File: src/rtl/stepper_pkg.sv
// -----------------------------------------------------------------------------
// stepper_pkg
//   Shared definitions for the stepper phase sequencer:
//     - state_e      : sequencer FSM states (IDLE, RUN, HOLD)
//     - PHASE_TABLE  : 8-entry half-step coil table, indexed by the phase index
//     - *_B / SPEED_*: bit positions inside the PIO control byte
//     - step_period(): step period in base ticks for a given speed code
// -----------------------------------------------------------------------------
package stepper_pkg;

    typedef enum logic [1:0] {
        ST_IDLE = 2'd0,
        ST_RUN  = 2'd1,
        ST_HOLD = 2'd2
    } state_e;

    // Coil pattern {A,B,C,D}; entry 0 is the rightmost element.
    // Even entries energize one coil, odd entries energize two adjacent coils.
    localparam logic [7:0][3:0] PHASE_TABLE = {
        4'b1001,  // 7
        4'b0001,  // 6
        4'b0011,  // 5
        4'b0010,  // 4
        4'b0110,  // 3
        4'b0100,  // 2
        4'b1100,  // 1
        4'b1000   // 0
    };

    localparam int RUN_B     = 0;
    localparam int DIR_B     = 1;
    localparam int HALF_B    = 2;
    localparam int SPEED_LSB = 3;
    localparam int SPEED_MSB = 7;

    // Step period in base ticks: speed 31 -> 1 tick, speed 0 -> 32 ticks.
    function automatic logic [5:0] step_period(input logic [4:0] speed);
        return 6'd32 - {1'b0, speed};
    endfunction

endpackage

File: src/rtl/stepper_phase_sequencer_tick_gen.sv
// -----------------------------------------------------------------------------
// stepper_tick_gen
//   Free-running prescaler producing the base tick of the sequencer. The count
//   runs 0..TICK_DIV-1 and tick_o is high while the count equals TICK_DIV-1.
//   clear_i restarts the count at 0 on the next edge so that a new period or
//   hold interval always starts with a full tick.
//
//   Ports:
//     clk      in   clock
//     reset_n  in   asynchronous active-low reset
//     clear_i  in   synchronous prescaler clear
//     tick_o   out  base tick, one clock wide every TICK_DIV clocks
// -----------------------------------------------------------------------------
module stepper_tick_gen #(
    parameter int TICK_DIV = 50000
) (
    input  logic clk,
    input  logic reset_n,
    input  logic clear_i,
    output logic tick_o
);

    localparam int CW = (TICK_DIV > 1) ? $clog2(TICK_DIV) : 1;

    logic [CW-1:0] cnt_q;

    assign tick_o = (cnt_q == CW'(TICK_DIV - 1));

    // NOTE: state registers use non-blocking assignments so every flop samples
    // the pre-edge values regardless of block evaluation order.
    always_ff @(posedge clk or negedge reset_n) begin
        if (!reset_n) begin
            cnt_q <= '0;
        end else if (clear_i || tick_o) begin
            cnt_q <= '0;
        end else begin
            cnt_q <= cnt_q + 1'b1;
        end
    end

endmodule

File: src/rtl/stepper_phase_sequencer.sv
// -----------------------------------------------------------------------------
// stepper_phase_sequencer
//   Turns the PIO control byte into a timed 4-coil stepper phase sequence with
//   full/half-step patterns, direction, programmable rate and a timed
//   hold-then-release power state. Keeps a wrapping signed position count.
//
//   Ports:
//     clk         in   clock (same domain as the PIO)
//     reset_n     in   asynchronous active-low reset
//     ctrl[7:0]   in   {speed[4:0], half, dir, run}
//     coils[3:0]  out  coil drive {A,B,C,D}, registered
//     step_pulse  out  one-clock pulse per executed step, registered
//     busy        out  high whenever the sequencer is not idle, registered
//     position    out  signed step count, wraps modulo 2^16, registered
// -----------------------------------------------------------------------------
module stepper_phase_sequencer
    import stepper_pkg::*;
#(
    parameter int TICK_DIV   = 50000,
    parameter int HOLD_TICKS = 200
) (
    input  logic        clk,
    input  logic        reset_n,
    input  logic [7:0]  ctrl,
    output logic [3:0]  coils,
    output logic        step_pulse,
    output logic        busy,
    output logic [15:0] position
);

    localparam int HW = $clog2(HOLD_TICKS + 1);

    logic       run;
    logic       dir;
    logic       half;
    logic [4:0] speed;
    logic [5:0] period;

    assign run    = ctrl[RUN_B];
    assign dir    = ctrl[DIR_B];
    assign half   = ctrl[HALF_B];
    assign speed  = ctrl[SPEED_MSB:SPEED_LSB];
    assign period = step_period(speed);

    state_e        state_q;
    logic [5:0]    timer_q;
    logic [HW-1:0] hold_q;
    logic [2:0]    idx_q;
    logic [15:0]   pos_q;
    logic [3:0]    coils_q;
    logic          pulse_q;
    logic          busy_q;

    logic tick;
    logic presc_clr;
    logic step_due;

    // The prescaler restarts on every RUN entry and on HOLD entry, so the
    // first period / hold interval is always a whole number of ticks.
    assign presc_clr = ((state_q == ST_IDLE) &&  run) ||
                       ((state_q == ST_HOLD) &&  run) ||
                       ((state_q == ST_RUN)  && !run);

    assign step_due = (state_q == ST_RUN) && tick && (timer_q == 6'd1);

    stepper_tick_gen #(
        .TICK_DIV (TICK_DIV)
    ) u_tick_gen (
        .clk     (clk),
        .reset_n (reset_n),
        .clear_i (presc_clr),
        .tick_o  (tick)
    );

    // Next phase index: full-step from an odd entry jumps two entries to the
    // next two-coil pattern; from an even entry it moves one to realign.
    logic [2:0] idx_inc;
    logic [2:0] idx_d;

    // NOTE: every signal driven here gets a value on every path, so no latch
    // is inferred.
    always_comb begin
        idx_inc = (half || !idx_q[0]) ? 3'd1 : 3'd2;
        idx_d   = dir ? (idx_q + idx_inc) : (idx_q - idx_inc);
    end

    always_ff @(posedge clk or negedge reset_n) begin
        if (!reset_n) begin
            state_q <= ST_IDLE;
            timer_q <= '0;
            hold_q  <= '0;
            idx_q   <= '0;
            pos_q   <= '0;
            coils_q <= '0;
            pulse_q <= 1'b0;
            busy_q  <= 1'b0;
        end else begin
            pulse_q <= 1'b0;
            case (state_q)
                ST_IDLE: begin
                    if (run) begin
                        state_q <= ST_RUN;
                        timer_q <= period;
                        coils_q <= PHASE_TABLE[idx_q];
                        busy_q  <= 1'b1;
                    end
                end

                ST_RUN: begin
                    if (step_due) begin
                        idx_q   <= idx_d;
                        pos_q   <= pos_q + (dir ? 16'd1 : 16'hFFFF);
                        coils_q <= PHASE_TABLE[idx_d];
                        pulse_q <= 1'b1;
                        timer_q <= period;
                    end else if (tick) begin
                        timer_q <= timer_q - 6'd1;
                    end
                    // A step due on the same edge still executes above;
                    // the partial period is simply dropped.
                    if (!run) begin
                        state_q <= ST_HOLD;
                        hold_q  <= HW'(HOLD_TICKS);
                    end
                end

                ST_HOLD: begin
                    if (run) begin
                        state_q <= ST_RUN;
                        timer_q <= period;
                    end else if (tick) begin
                        hold_q <= hold_q - 1'b1;
                        if (hold_q == HW'(1)) begin
                            state_q <= ST_IDLE;
                            coils_q <= 4'b0000;
                            busy_q  <= 1'b0;
                        end
                    end
                end

                default: begin
                    state_q <= ST_IDLE;
                    coils_q <= 4'b0000;
                    busy_q  <= 1'b0;
                end
            endcase
        end
    end

    assign coils      = coils_q;
    assign step_pulse = pulse_q;
    assign busy       = busy_q;
    assign position   = pos_q;

endmodule

File: config.mk
export PLATFORM = sky130hd
export DESIGN_NAME = stepper_phase_sequencer
export DESIGN_NICKNAME = d
export VERILOG_FILES = /design/src/rtl/stepper_pkg.sv /design/src/rtl/stepper_phase_sequencer_tick_gen.sv /design/src/rtl/stepper_phase_sequencer.sv
export SDC_FILE = /design/constraint.sdc
export NUM_CORES = 1
export LEC_CHECK = 0
export ABC_AREA = 1
export CAP_MARGIN = 25
export CELL_PAD_IN_SITES_DETAIL_PLACEMENT = 0
export CELL_PAD_IN_SITES_GLOBAL_PLACEMENT = 1
export CORE_AREA = 2 2 75 131
export CTS_CLUSTER_SIZE = 20
export DETAILED_ROUTE_END_ITERATION = 10
export DIE_AREA = 0 0 77 133
export PLACE_DENSITY = 0.88
export SETUP_SLACK_MARGIN = 0.5
export SLEW_MARGIN = 20
export SYNTH_ARGS = -nofsm -noshare
export SYNTH_HDL_FRONTEND = slang
export SYNTH_SLANG_ARGS = --single-unit
File: constraint.sdc
create_clock -name clk -period 2 [get_ports clk]
set_clock_uncertainty 0.1 [all_clocks]
set_input_delay 0.2 -clock clk [delete_from_list [all_inputs] [get_ports clk]]
set_output_delay 0.2 -clock clk [all_outputs]
set_load 0.1 [all_outputs]
* After elaboration in Yosys (flattened, before gate mapping) *
Memories as Yosys holds them, arrays and structs flattened.
Index checks and enable logic that the tools add are counted.

storage, ports and cells
  flip-flop bits (word level) = 57
  ROM bits = 64
  input port bits = 10
  output and inout bits = 22
  logic and storage cells = 90
  memories kept = 2

cells by class
  add/sub/neg operators = 7
  $lt $le $gt $ge = 2
  equality and inequality tests = 15
  muxes and demuxes = 33
  bitwise gates (word level) = 1
  reduce and logical (&&, ||, !) cells = 21

memories
  memory           words  width  read ports  clocked after Yosys merged registers in  write ports  RTL line                        source
  (no name shown)  8      4      1           0                                        0            stepper_phase_sequencer.sv:113  coils_q <= PHASE_TABLE[idx_d];
  (no name shown)  8      4      1           0                                        0            stepper_phase_sequencer.sv:104  coils_q <= PHASE_TABLE[idx_q];

operators with widths
  operator                                                     number
  2-to-1 mux 16 bit                                            2
  2-to-1 mux 4 bit                                             7
  2-to-1 mux 8 bit                                             3
  2-to-1 mux 6 bit                                             3
  adder 16 x 1 -> 16 bit (second input constant)               1
  adder 16 bit                                                 1
  == test 16 bit (second input constant)                       1
  case mux 8 bit (2 select lines)                              1
  2-to-1 mux 2 bit                                             6
  case mux 4 bit (3 select lines)                              1
  case mux 6 bit (2 select lines)                              1
  != test 2 bit (second input constant)                        5
  AND reduction 5 bit                                          2
  == test 8 x 1 -> 1 bit (second input constant)               1
  less-than comparator 3 x 4 -> 1 bit (second input constant)  2
  AND reduction 4 bit                                          2
  subtractor 8 x 1 -> 8 bit (second input constant)            1
  == test 6 x 1 -> 1 bit (second input constant)               1
  2-to-1 mux 1 bit                                             6
  != test 3 bit (second input constant)                        2
  case mux 2 bit (3 select lines)                              1
  subtractor 6 x 1 -> 6 bit (second input constant)            1
  subtractor 6 x 5 -> 6 bit (first input constant)             1
  logical AND 1 bit                                            5
  other kinds (16)                                             22

* Longest topological paths before layout *
Gate-level depths: netlist of run 1.

  depth in word-level cells = 9
  gate-level depth with buffers = 13
  depth with buffers taken out = 13

* Modules after synthesis *
A second synthesis of run 1 with hierarchy kept.

unflattened totals
  cell total of the unflattened synthesis = 591
  area, all modules = 4092.7 um2

by module, submodules not included
  module                   times used  cells each  area an instance (um2)  seq. area each (um2)
  stepper_phase_sequencer  1           468         3131.8                  1026.0
  stepper_tick_gen         1           123         960.9                   400.4

* Worst setup path before layout of run 1 *
No wires, ideal clock.

  path type = reg-to-reg
  from = reg pos_q[0] (netlist: position[0])
  to = reg pos_q[14] (netlist: position[14])
  setup time = 120 ps
  arrival time = 2380 ps
  data required time = 1780 ps
  setup slack = -600 ps
  cell stages (with the launch flop) = 11
  buffers on the path = 0
  period minus slack after synthesis = 2600 ps
  cells stage by stage = dfrtp_1 > inv_1 > fa_1 > o21ai_0 > nand2_1 > nand2_1 > nand2_1 > nand2_1 > nand2_1 > nand3_1 > nand2_1

on the way
  longest elaborated chain between the ends = 1

ends and longest elaborated chain
  item                    RTL line                        source
  start, declared         stepper_phase_sequencer.sv:49   logic [15:0] pos_q;
  start signal, assigned  stepper_phase_sequencer.sv:112  pos_q <= pos_q + (dir ? 16'd1 : 16'hFFFF);
  adder 16 bit            stepper_phase_sequencer.sv:112

No other way between the ends.
A chain may end at the register's enable or synchronous reset.

* Worst setup path after layout of run 1 *
  from = reg timer_q[3]
  to = reg timer_q[2]

on the way
  longest elaborated chain between the ends = 4
  elaborated cells on any way between the ends = 6
  classes of those cells = 2 x eq/ne; 2 x mux; 2 x reduce/logical

ends and longest elaborated chain
  item                                                                                     RTL line                        source
  start, declared                                                                          stepper_phase_sequencer.sv:46   logic [5:0] timer_q;
  start signal, assigned                                                                   stepper_phase_sequencer.sv:103  timer_q <= period;
  start signal, assigned                                                                   stepper_phase_sequencer.sv:115  timer_q <= period;
  start signal, assigned                                                                   stepper_phase_sequencer.sv:117  timer_q <= timer_q - 6'd1;
  == test 6 x 1 -> 1 bit (*)                                                               stepper_phase_sequencer.sv:64   assign step_due = (state_q == ST_RUN) && tick && (timer_q == 6'd1);
  logical AND 1 bit (*)                                                                    stepper_phase_sequencer.sv:64
  != test 3 bit (no source line) or 2-to-1 mux 6 bit (tied branches)                       --
  AND reduction 3 bit (no source line) or case mux 6 bit (2 select lines) (tied branches)  --

Every way passes the cells marked *; elsewhere a longest branch is shown, timed or not.

==> flow_results.xml, run 1 <==
<?xml version="1.0" encoding="UTF-8"?>
<metrics>
  <group name="run_status">
    <metric name="outcome" unit="">complete, no violations</metric>
  </group>
  <group name="clock_network">
    <metric name="cts_max_path_buffers" unit="">2</metric>
    <metric name="root_buffer" unit="">clkbuf_16</metric>
    <metric name="worst_setup_hold_path_clk_slew" unit="ps">50</metric>
    <metric name="clock_tree.htree_level_count" unit="">3</metric>
    <metric name="clk_lat_worst_skew" unit="ps">340</metric>
    <metric name="cts_buffers" unit="">9</metric>
    <metric name="cts_num_sinks" unit="">57</metric>
    <metric name="cts_tree" unit="">yes</metric>
  </group>
  <group name="global_routing">
    <metric name="globalRoute.busiestLayer" unit="">met2</metric>
    <metric name="antenna_found_initial" unit="">0</metric>
    <metric name="use_met3" unit="%">4.84</metric>
    <metric name="grt_pass1_vias" unit="">4270</metric>
    <metric name="first_pass_grt_wire_length" unit="mm">20.5</metric>
    <metric name="globalRouteMet2Util" unit="%">49.4</metric>
    <metric name="globalRouteMet1Util" unit="%">25.3</metric>
    <metric name="grt_max_degree" unit="">58</metric>
    <metric name="grt_usage" unit="%">25.5</metric>
    <metric name="overflow" unit="">0</metric>
  </group>
  <group name="critical_path">
    <metric name="worst-setup-path-type" unit="">reg2reg</metric>
    <metric name="path_max_fanout" unit="">6</metric>
    <metric name="crit_path_cell_trace" unit="">nor2_2 -&gt; nand2_2 -&gt; nor2_4 -&gt; nand4_4 -&gt; buf_6 -&gt; buf_12 -&gt; nand2_8 -&gt; nand2_4 -&gt; nand3_2 -&gt; nand2_1</metric>
    <metric name="critical_path_buf_inv_count" unit="">2</metric>
    <metric name="path_depth" unit="">10</metric>
    <metric name="critPathMaxStageDelay" unit="ps">430</metric>
    <metric name="worst_setup_start_kind" unit="">flop</metric>
    <metric name="cp.arrival" unit="ps">2010</metric>
    <metric name="critPathTopFamily" unit="">simple AND/OR/NAND/NOR gates</metric>
    <metric name="required" unit="ps">2120</metric>
    <metric name="critical_path.endpoint_type" unit="">flop</metric>
    <metric name="r2r_worst_path_depth" unit="">10</metric>
    <metric name="cpMaxStageDelayCell" unit="">dfrtp_1</metric>
    <metric name="worst-r2r-setup-slack" unit="ps">100</metric>
  </group>
  <group name="sta">
    <metric name="finalCriticalPeriod" unit="ps">1900</metric>
    <metric name="relSlewSlack" unit="%">76.2</metric>
    <metric name="timing.final.crit_share" unit="%">94.8</metric>
    <metric name="whs" unit="ps">291</metric>
    <metric name="max_slew.worst_pin.slew" unit="ps">355</metric>
    <metric name="grt_setup_unrepaired" unit="">yes</metric>
    <metric name="slew_viol_final" unit="">0</metric>
    <metric name="setup_viol_count_final" unit="">0</metric>
    <metric name="finalHoldViolations" unit="">0</metric>
    <metric name="max_clk_rate" unit="MHz">527</metric>
  </group>
  <group name="finish">
    <metric name="antenna-diode-count" unit="">0</metric>
    <metric name="synthToLayoutAreaGrowth" unit="%">71.1</metric>
    <metric name="filler_cell_count" unit="">680</metric>
    <metric name="post_route_cells_drive_above_1_share" unit="%">50.4</metric>
    <metric name="total_nets_final" unit="">720</metric>
    <metric name="most-common-layout-cells" unit="">104 x nand2_1, 86 x buf_4, 50 x inv_1</metric>
    <metric name="final_common_cell" unit="">nand2_1</metric>
  </group>
  <group name="placement">
    <metric name="hpwl" unit="mm">7.66</metric>
    <metric name="place.port_buffers" unit="">31</metric>
    <metric name="gp_congestion" unit="">0.951</metric>
  </group>
  <group name="yosys">
    <metric name="post_synth.cell_area_avg" unit="um2">7.20</metric>
    <metric name="ys_seq_elements" unit="">57</metric>
    <metric name="ys_seq_area_share" unit="%">36.7</metric>
    <metric name="post_synth_inst_count" unit="">540</metric>
    <metric name="synth.net_count" unit="">575</metric>
    <metric name="synth_ff_type" unit="">dfrtp_1</metric>
    <metric name="synth-warning-count" unit="">0</metric>
    <metric name="edff_count_synth" unit="">0</metric>
    <metric name="synth_async_sr_flop_share" unit="%">100</metric>
    <metric name="synthesis.area" unit="mm2">0.00389</metric>
    <metric name="synth_cell_types" unit="">37</metric>
  </group>
  <group name="die">
    <metric name="initial_cell_density_of_the_core" unit="%">41.9</metric>
    <metric name="die_area" unit="mm2">0.0102</metric>
    <metric name="floorplan.io_pins" unit="">32</metric>
    <metric name="floorplan.die.width" unit="um">77</metric>
    <metric name="die_height" unit="um">133</metric>
    <metric name="placeable_core_region" unit="mm2">0.00929</metric>
    <metric name="floorplan.rows" unit="">47</metric>
  </group>
  <group name="route">
    <metric name="via_count" unit="">4387</metric>
    <metric name="dr.first_iter.drc_count" unit="">295</metric>
    <metric name="final_antenna_net_count" unit="">0</metric>
    <metric name="route.detailed.vias_per_inst" unit="">5.40</metric>
    <metric name="first_pass_iters" unit="">4</metric>
    <metric name="route.detailed.wl_per_inst" unit="um">17.3</metric>
    <metric name="drt-total-wl" unit="mm">14.0</metric>
    <metric name="number_of_design_rule_violations_left_after_detail_routing" unit="">0</metric>
  </group>
  <group name="flow_run">
    <metric name="max_capacitance_violation_total" unit="">0</metric>
  </group>
  <group name="pwr">
    <metric name="peakVddDrop" unit="mV">0.751</metric>
    <metric name="power.density_cell_area" unit="mW/mm2">696</metric>
    <metric name="power.static_leakage" unit="nW">3.12</metric>
    <metric name="p_total" unit="mW">4.63</metric>
  </group>
  <group name="hold_path">
    <metric name="hold_path_class" unit="">in2async</metric>
  </group>
</metrics>
==> worst paths after layout <==
path / start / to
setup / recovery: timer_q[3]$_DFFE_PN0P_ / timer_q[2]$_DFFE_PN0P_
hold / removal: reset_n / position[14]$_DFFE_PN0P_
setup reg to reg: timer_q[3]$_DFFE_PN0P_ / timer_q[2]$_DFFE_PN0P_
hold reg to reg: position[14]$_DFFE_PN0P_ / position[14]$_DFFE_PN0P_
max in group asynchronous: reset_n / position[10]$_DFFE_PN0P_
min in group clk: position[14]$_DFFE_PN0P_ / position[14]$_DFFE_PN0P_
==> layout make-up <==
| cell class | count | area [um2] | area share, % |
|---|---|---|---|
| clock buffer | 12 | 246 | 3.70 |
| clock inverter | 4 | 20.0 | 0.301 |
| inverter | 69 | 283 | 4.25 |
| multi-input combinational | 408 | 3060 | 46.0 |
| sequential | 57 | 1480 | 22.3 |
| tap | 122 | 153 | 2.29 |
| timing repair buffer | 140 | 1410 | 21.2 |
==> metrics by stage <==
stage / instances / area (um2) / setup TNS, ps / utilization, % / setup WS, ps
2_1_floorplan: 540 / 4100 / 0 / - / 139
3_3_place_gp: 723 / 4770 / -4580 / 51.3 / -367
3_5_place_dp: 723 / 4770 / -5240 / 51.3 / -389
4_1_cts: 794 / 6110 / 0 / 65.7 / 204
5_1_grt: 812 / 6660 / 0 / 71.6 / 7.67
6_report: 812 / 6660 / 0 / 71.6 / 103
==> metal layers <==
layer | routed length (um) | up-vias
li1 | - | 2060
met1 | 4840 | 2146
met2 | 7950 | 130
met3 | 476 | 51
met4 | 752 | 0
met5 | 0 | -
==> registers in the layout, summed over array words and instances, names as in the netlist <==
signal,flops
step_pulse,1
position,16
state_q,2
hold_q,8
busy,1
coils,4
u_tick_gen.cnt_q,16
idx_q,3
timer_q,6
==> synthesized netlist by cell type (2+ instances only) <==
master	count	area share (%)
nor2_2	3	0.48
nand4_1	10	1.6
o22ai_1	3	0.48
buf_2	4	0.51
nor2_1	47	4.5
dfrtp_1	57	37
nand3_1	51	6.6
nor3b_1	4	0.77
nand3_2	2	0.51
or2_2	3	0.48
a21oi_1	20	2.6
fa_1	2	1.0
xor2_1	11	2.5
nand2_1	158	15
inv_1	67	6.5
o21ai_0	20	2.6
nand3b_1	4	0.77
inv_2	2	0.19
nor3_1	8	1.0
nand2_2	4	0.64
a31oi_1	2	0.32
nand4_2	2	0.64
o21a_1	2	0.39
buf_6	2	0.58
o21ai_1	12	1.5
xnor2_1	7	1.6
ha_1	23	7.4
==> worst min-delay path, stage by stage <==
cell and delay, ps:
dlygate4sd3_1 520, buf_2 120, buf_12 270
==> report_power, final <==
group          leakage, nW  total [mW]  switching, mW  internal [mW]
clock network        0.136        1.42          0.557          0.863
registers            0.666        1.48          0.172           1.31
logic                 2.32        1.73           1.10          0.626
==> kinds of logic after synthesis <==
kind of cell               count (synthesis)  share of synthesized area (%)
AOI/OAI and AO/OA                         62                           8.49
and+or+nand+nor                          301                           34.3
adders and majority gates                 25                           8.43
xor gates and xnor gates                  18                           4.05
DFF                                       57                           36.7
buffers and inverters                     77                           8.04
==> what timing repair did <==
action,CTS,global route
buffers inserted,45,17
cloned,9,1
hold buffers,1,0
pin swaps,31,46
endpoints found under the setup margin,55,62
resized for setup,128,122
endpoints found under the hold margin,57,0
No activity file was read; power rests on OpenSTA's default activity.
==> inputs of run 2 (changes only) <==
- CORE_AREA: 2 2 75 131 -> 2 2 99 101
- DIE_AREA: 0 0 77 133 -> 0 0 101 103
- TNS_END_PERCENT: not set -> 20
==> flow_results.xml, run 2 (same netlist as run 1, synthesis figures left out) <==
<?xml version="1.0" encoding="UTF-8"?>
<metrics>
  <group name="finish">
    <metric name="filler_cell_count" unit="">863</metric>
    <metric name="multi_input_area" unit="mm2">0.00262</metric>
    <metric name="final_common_cell" unit="">nand2_1</metric>
    <metric name="post_route_cells_drive_above_1_share" unit="%">34.8</metric>
    <metric name="antenna-diode-count" unit="">0</metric>
    <metric name="layout.area.seq" unit="mm2">0.00148</metric>
    <metric name="final_util" unit="%">58.9</metric>
    <metric name="total_nets_final" unit="">680</metric>
    <metric name="synthToLayoutAreaGrowth" unit="%">43.2</metric>
    <metric name="most-common-layout-cells" unit="">130 x nand2_1, 81 x buf_4, 57 x inv_1</metric>
  </group>
  <group name="critical_path">
    <metric name="path_max_fanout" unit="">4</metric>
    <metric name="cpMaxStageDelayCell" unit="">dfrtp_1</metric>
    <metric name="cp.arrival" unit="ps">1960</metric>
    <metric name="critPathMaxStageDelay" unit="ps">420</metric>
    <metric name="required" unit="ps">2140</metric>
    <metric name="reg_to_reg_endpoint" unit="">coils[3]$_DFFE_PN0P_</metric>
    <metric name="critPathTopFamily" unit="">simple AND/OR/NAND/NOR gates</metric>
    <metric name="worst-r2r-setup-slack" unit="ps">180</metric>
    <metric name="critical_path_buf_inv_count" unit="">1</metric>
    <metric name="r2r_worst_path_depth" unit="">10</metric>
    <metric name="critical_path.endpoint_type" unit="">flop</metric>
    <metric name="worst_setup_start_kind" unit="">flop</metric>
    <metric name="crit_path_cell_trace" unit="">a21oi_2 -&gt; buf_4 -&gt; fa_2 -&gt; or2_4 -&gt; nand2_4 -&gt; nand2_2 -&gt; nand3_2 -&gt; nand2_1 -&gt; nand2_1 -&gt; nand2_1</metric>
    <metric name="worst-setup-path-type" unit="">reg2reg</metric>
    <metric name="r2r_start" unit="">idx_q[0]$_DFFE_PN0P_</metric>
    <metric name="path_common_cell" unit="">nand2_1</metric>
  </group>
  <group name="placement">
    <metric name="place.port_buffers" unit="">31</metric>
    <metric name="hpwl" unit="mm">7.17</metric>
    <metric name="gp_congestion" unit="">0.805</metric>
  </group>
  <group name="die">
    <metric name="floorplan.rows" unit="">36</metric>
    <metric name="die_height" unit="um">103</metric>
    <metric name="floorplan.io_pins" unit="">32</metric>
    <metric name="floorplan.die.width" unit="um">101</metric>
    <metric name="die_area" unit="mm2">0.0104</metric>
    <metric name="initial_cell_density_of_the_core" unit="%">41.1</metric>
    <metric name="placeable_core_region" unit="mm2">0.00946</metric>
  </group>
  <group name="route">
    <metric name="number_of_design_rule_violations_left_after_detail_routing" unit="">0</metric>
    <metric name="drt-total-wl" unit="mm">10.7</metric>
    <metric name="dr.first_iter.drc_count" unit="">183</metric>
    <metric name="route.detailed.vias_per_inst" unit="">5.18</metric>
    <metric name="first_pass_iters" unit="">4</metric>
    <metric name="final_antenna_net_count" unit="">0</metric>
    <metric name="route.detailed.wl_per_inst" unit="um">14.1</metric>
    <metric name="via_count" unit="">3954</metric>
  </group>
  <group name="flow_run">
    <metric name="max_capacitance_violation_total" unit="">0</metric>
  </group>
  <group name="global_routing">
    <metric name="grt_usage" unit="%">20.9</metric>
    <metric name="grt_pass1_vias" unit="">3905</metric>
    <metric name="overflow" unit="">0</metric>
    <metric name="grt_max_degree" unit="">26</metric>
    <metric name="first_pass_grt_wire_length" unit="mm">17.3</metric>
    <metric name="antenna_found_initial" unit="">0</metric>
  </group>
  <group name="clock_network">
    <metric name="clock_tree.htree_level_count" unit="">3</metric>
    <metric name="cts_max_path_buffers" unit="">2</metric>
    <metric name="clk_lat_worst_skew" unit="ps">350</metric>
    <metric name="root_buffer" unit="">clkbuf_8</metric>
    <metric name="cts_buffers" unit="">9</metric>
    <metric name="cts_tree" unit="">yes</metric>
    <metric name="worst_setup_hold_path_clk_slew" unit="ps">80</metric>
    <metric name="cts_num_sinks" unit="">57</metric>
  </group>
  <group name="sta">
    <metric name="max_clk_rate" unit="MHz">548</metric>
    <metric name="finalHoldViolations" unit="">0</metric>
    <metric name="setup_viol_count_final" unit="">0</metric>
    <metric name="finalCriticalPeriod" unit="ps">1820</metric>
    <metric name="relSlewSlack" unit="%">66.2</metric>
    <metric name="timing.final.crit_share" unit="%">91.2</metric>
    <metric name="grt_setup_unrepaired" unit="">yes</metric>
    <metric name="max_slew.worst_pin.slew" unit="ps">507</metric>
    <metric name="slew_viol_final" unit="">0</metric>
  </group>
  <group name="pwr">
    <metric name="peakVddDrop" unit="mV">0.603</metric>
    <metric name="power.static_leakage" unit="nW">2.69</metric>
    <metric name="p_total" unit="mW">3.97</metric>
    <metric name="power.density_cell_area" unit="mW/mm2">713</metric>
  </group>
  <group name="run_status">
    <metric name="outcome" unit="">complete, no violations</metric>
  </group>
  <group name="hold_path">
    <metric name="hold_path_class" unit="">in2async</metric>
  </group>
</metrics>
run 2: cell count changes in the layout (fill, tap and decap cells not counted), sizes merged:
| cell | previous run | this run |
|---|---|---|
| buf | 131 | 90 |
| nand2 | 164 | 163 |
| bufinv | 0 | 1 |
| clkinv | 5 | 2 |
| clkbuf | 12 | 15 |
| inv | 67 | 68 |
run 2: power breakdown:
group	switching, mW	internal [mW]
clock network	0.479	0.640
logic	0.916	0.485
registers	0.142	1.31
total	1.54	2.43
run 2: layer usage:
metal  global-route usage, %  up-vias  wire length, um
li1                        -     1968                -
met1                    25.3     1898             4630
met2                    37.4       70             5580
met3                    3.86       18              328
met4                    7.69        0              206
met5                       0        -                0
run 2: layout make-up:
type | instances | share of cell area, %
Multi-Input combinational cell | 407 | 47.0
Sequential cell | 57 | 26.5
Timing Repair Buffer | 101 | 15.6
Inverter | 69 | 4.76
Clock buffer | 13 | 2.85
Tap cell | 114 | 2.56
Clock inverter | 3 | 0.719
run 2: worst max path at each step:
stage | startpoint | cells past startpoint | to | slack (ps)
6_report | idx_q[0]$_DFFE_PN0P_ | 10 | coils[3]$_DFFE_PN0P_ | 180
5_1_grt | idx_q[0]$_DFFE_PN0P_ | 10 | coils[1]$_DFFE_PN0P_ | 100
4_1_cts | position[0]$_DFFE_PN0P_ | 10 | position[10]$_DFFE_PN0P_ | 280
3_5_place_dp | ctrl[1] | 10 | position[15]$_DFFE_PN0P_ | -450
3_3_place_gp | ctrl[1] | 10 | position[15]$_DFFE_PN0P_ | -390
2_1_floorplan | position[0]$_DFFE_PN0P_ | 10 | position[14]$_DFFE_PN0P_ | 140
run 2: metrics by stage:
step	TNS (ps)	cells	setup WS (ps)	cell area, um2	hold WS (ps)
after floorplan	0	540	139	4020	-196
after global placement	-5290	716	-393	4690	74.0
after detailed placement	-6070	716	-445	4690	99.0
after CTS	0	745	285	5220	256
after global routing	0	764	101	5570	277
final	0	764	175	5570	247
run 2: repair_timing:
item                                    in CTS  in global routing
resized for setup                           55                 56
buffers inserted                            12                 16
endpoints found under the setup margin      56                 61
cloned                                       0                  3
pin swaps                                   18                 31
hold buffers                                 1                  0
endpoints found under the hold margin       16                  0
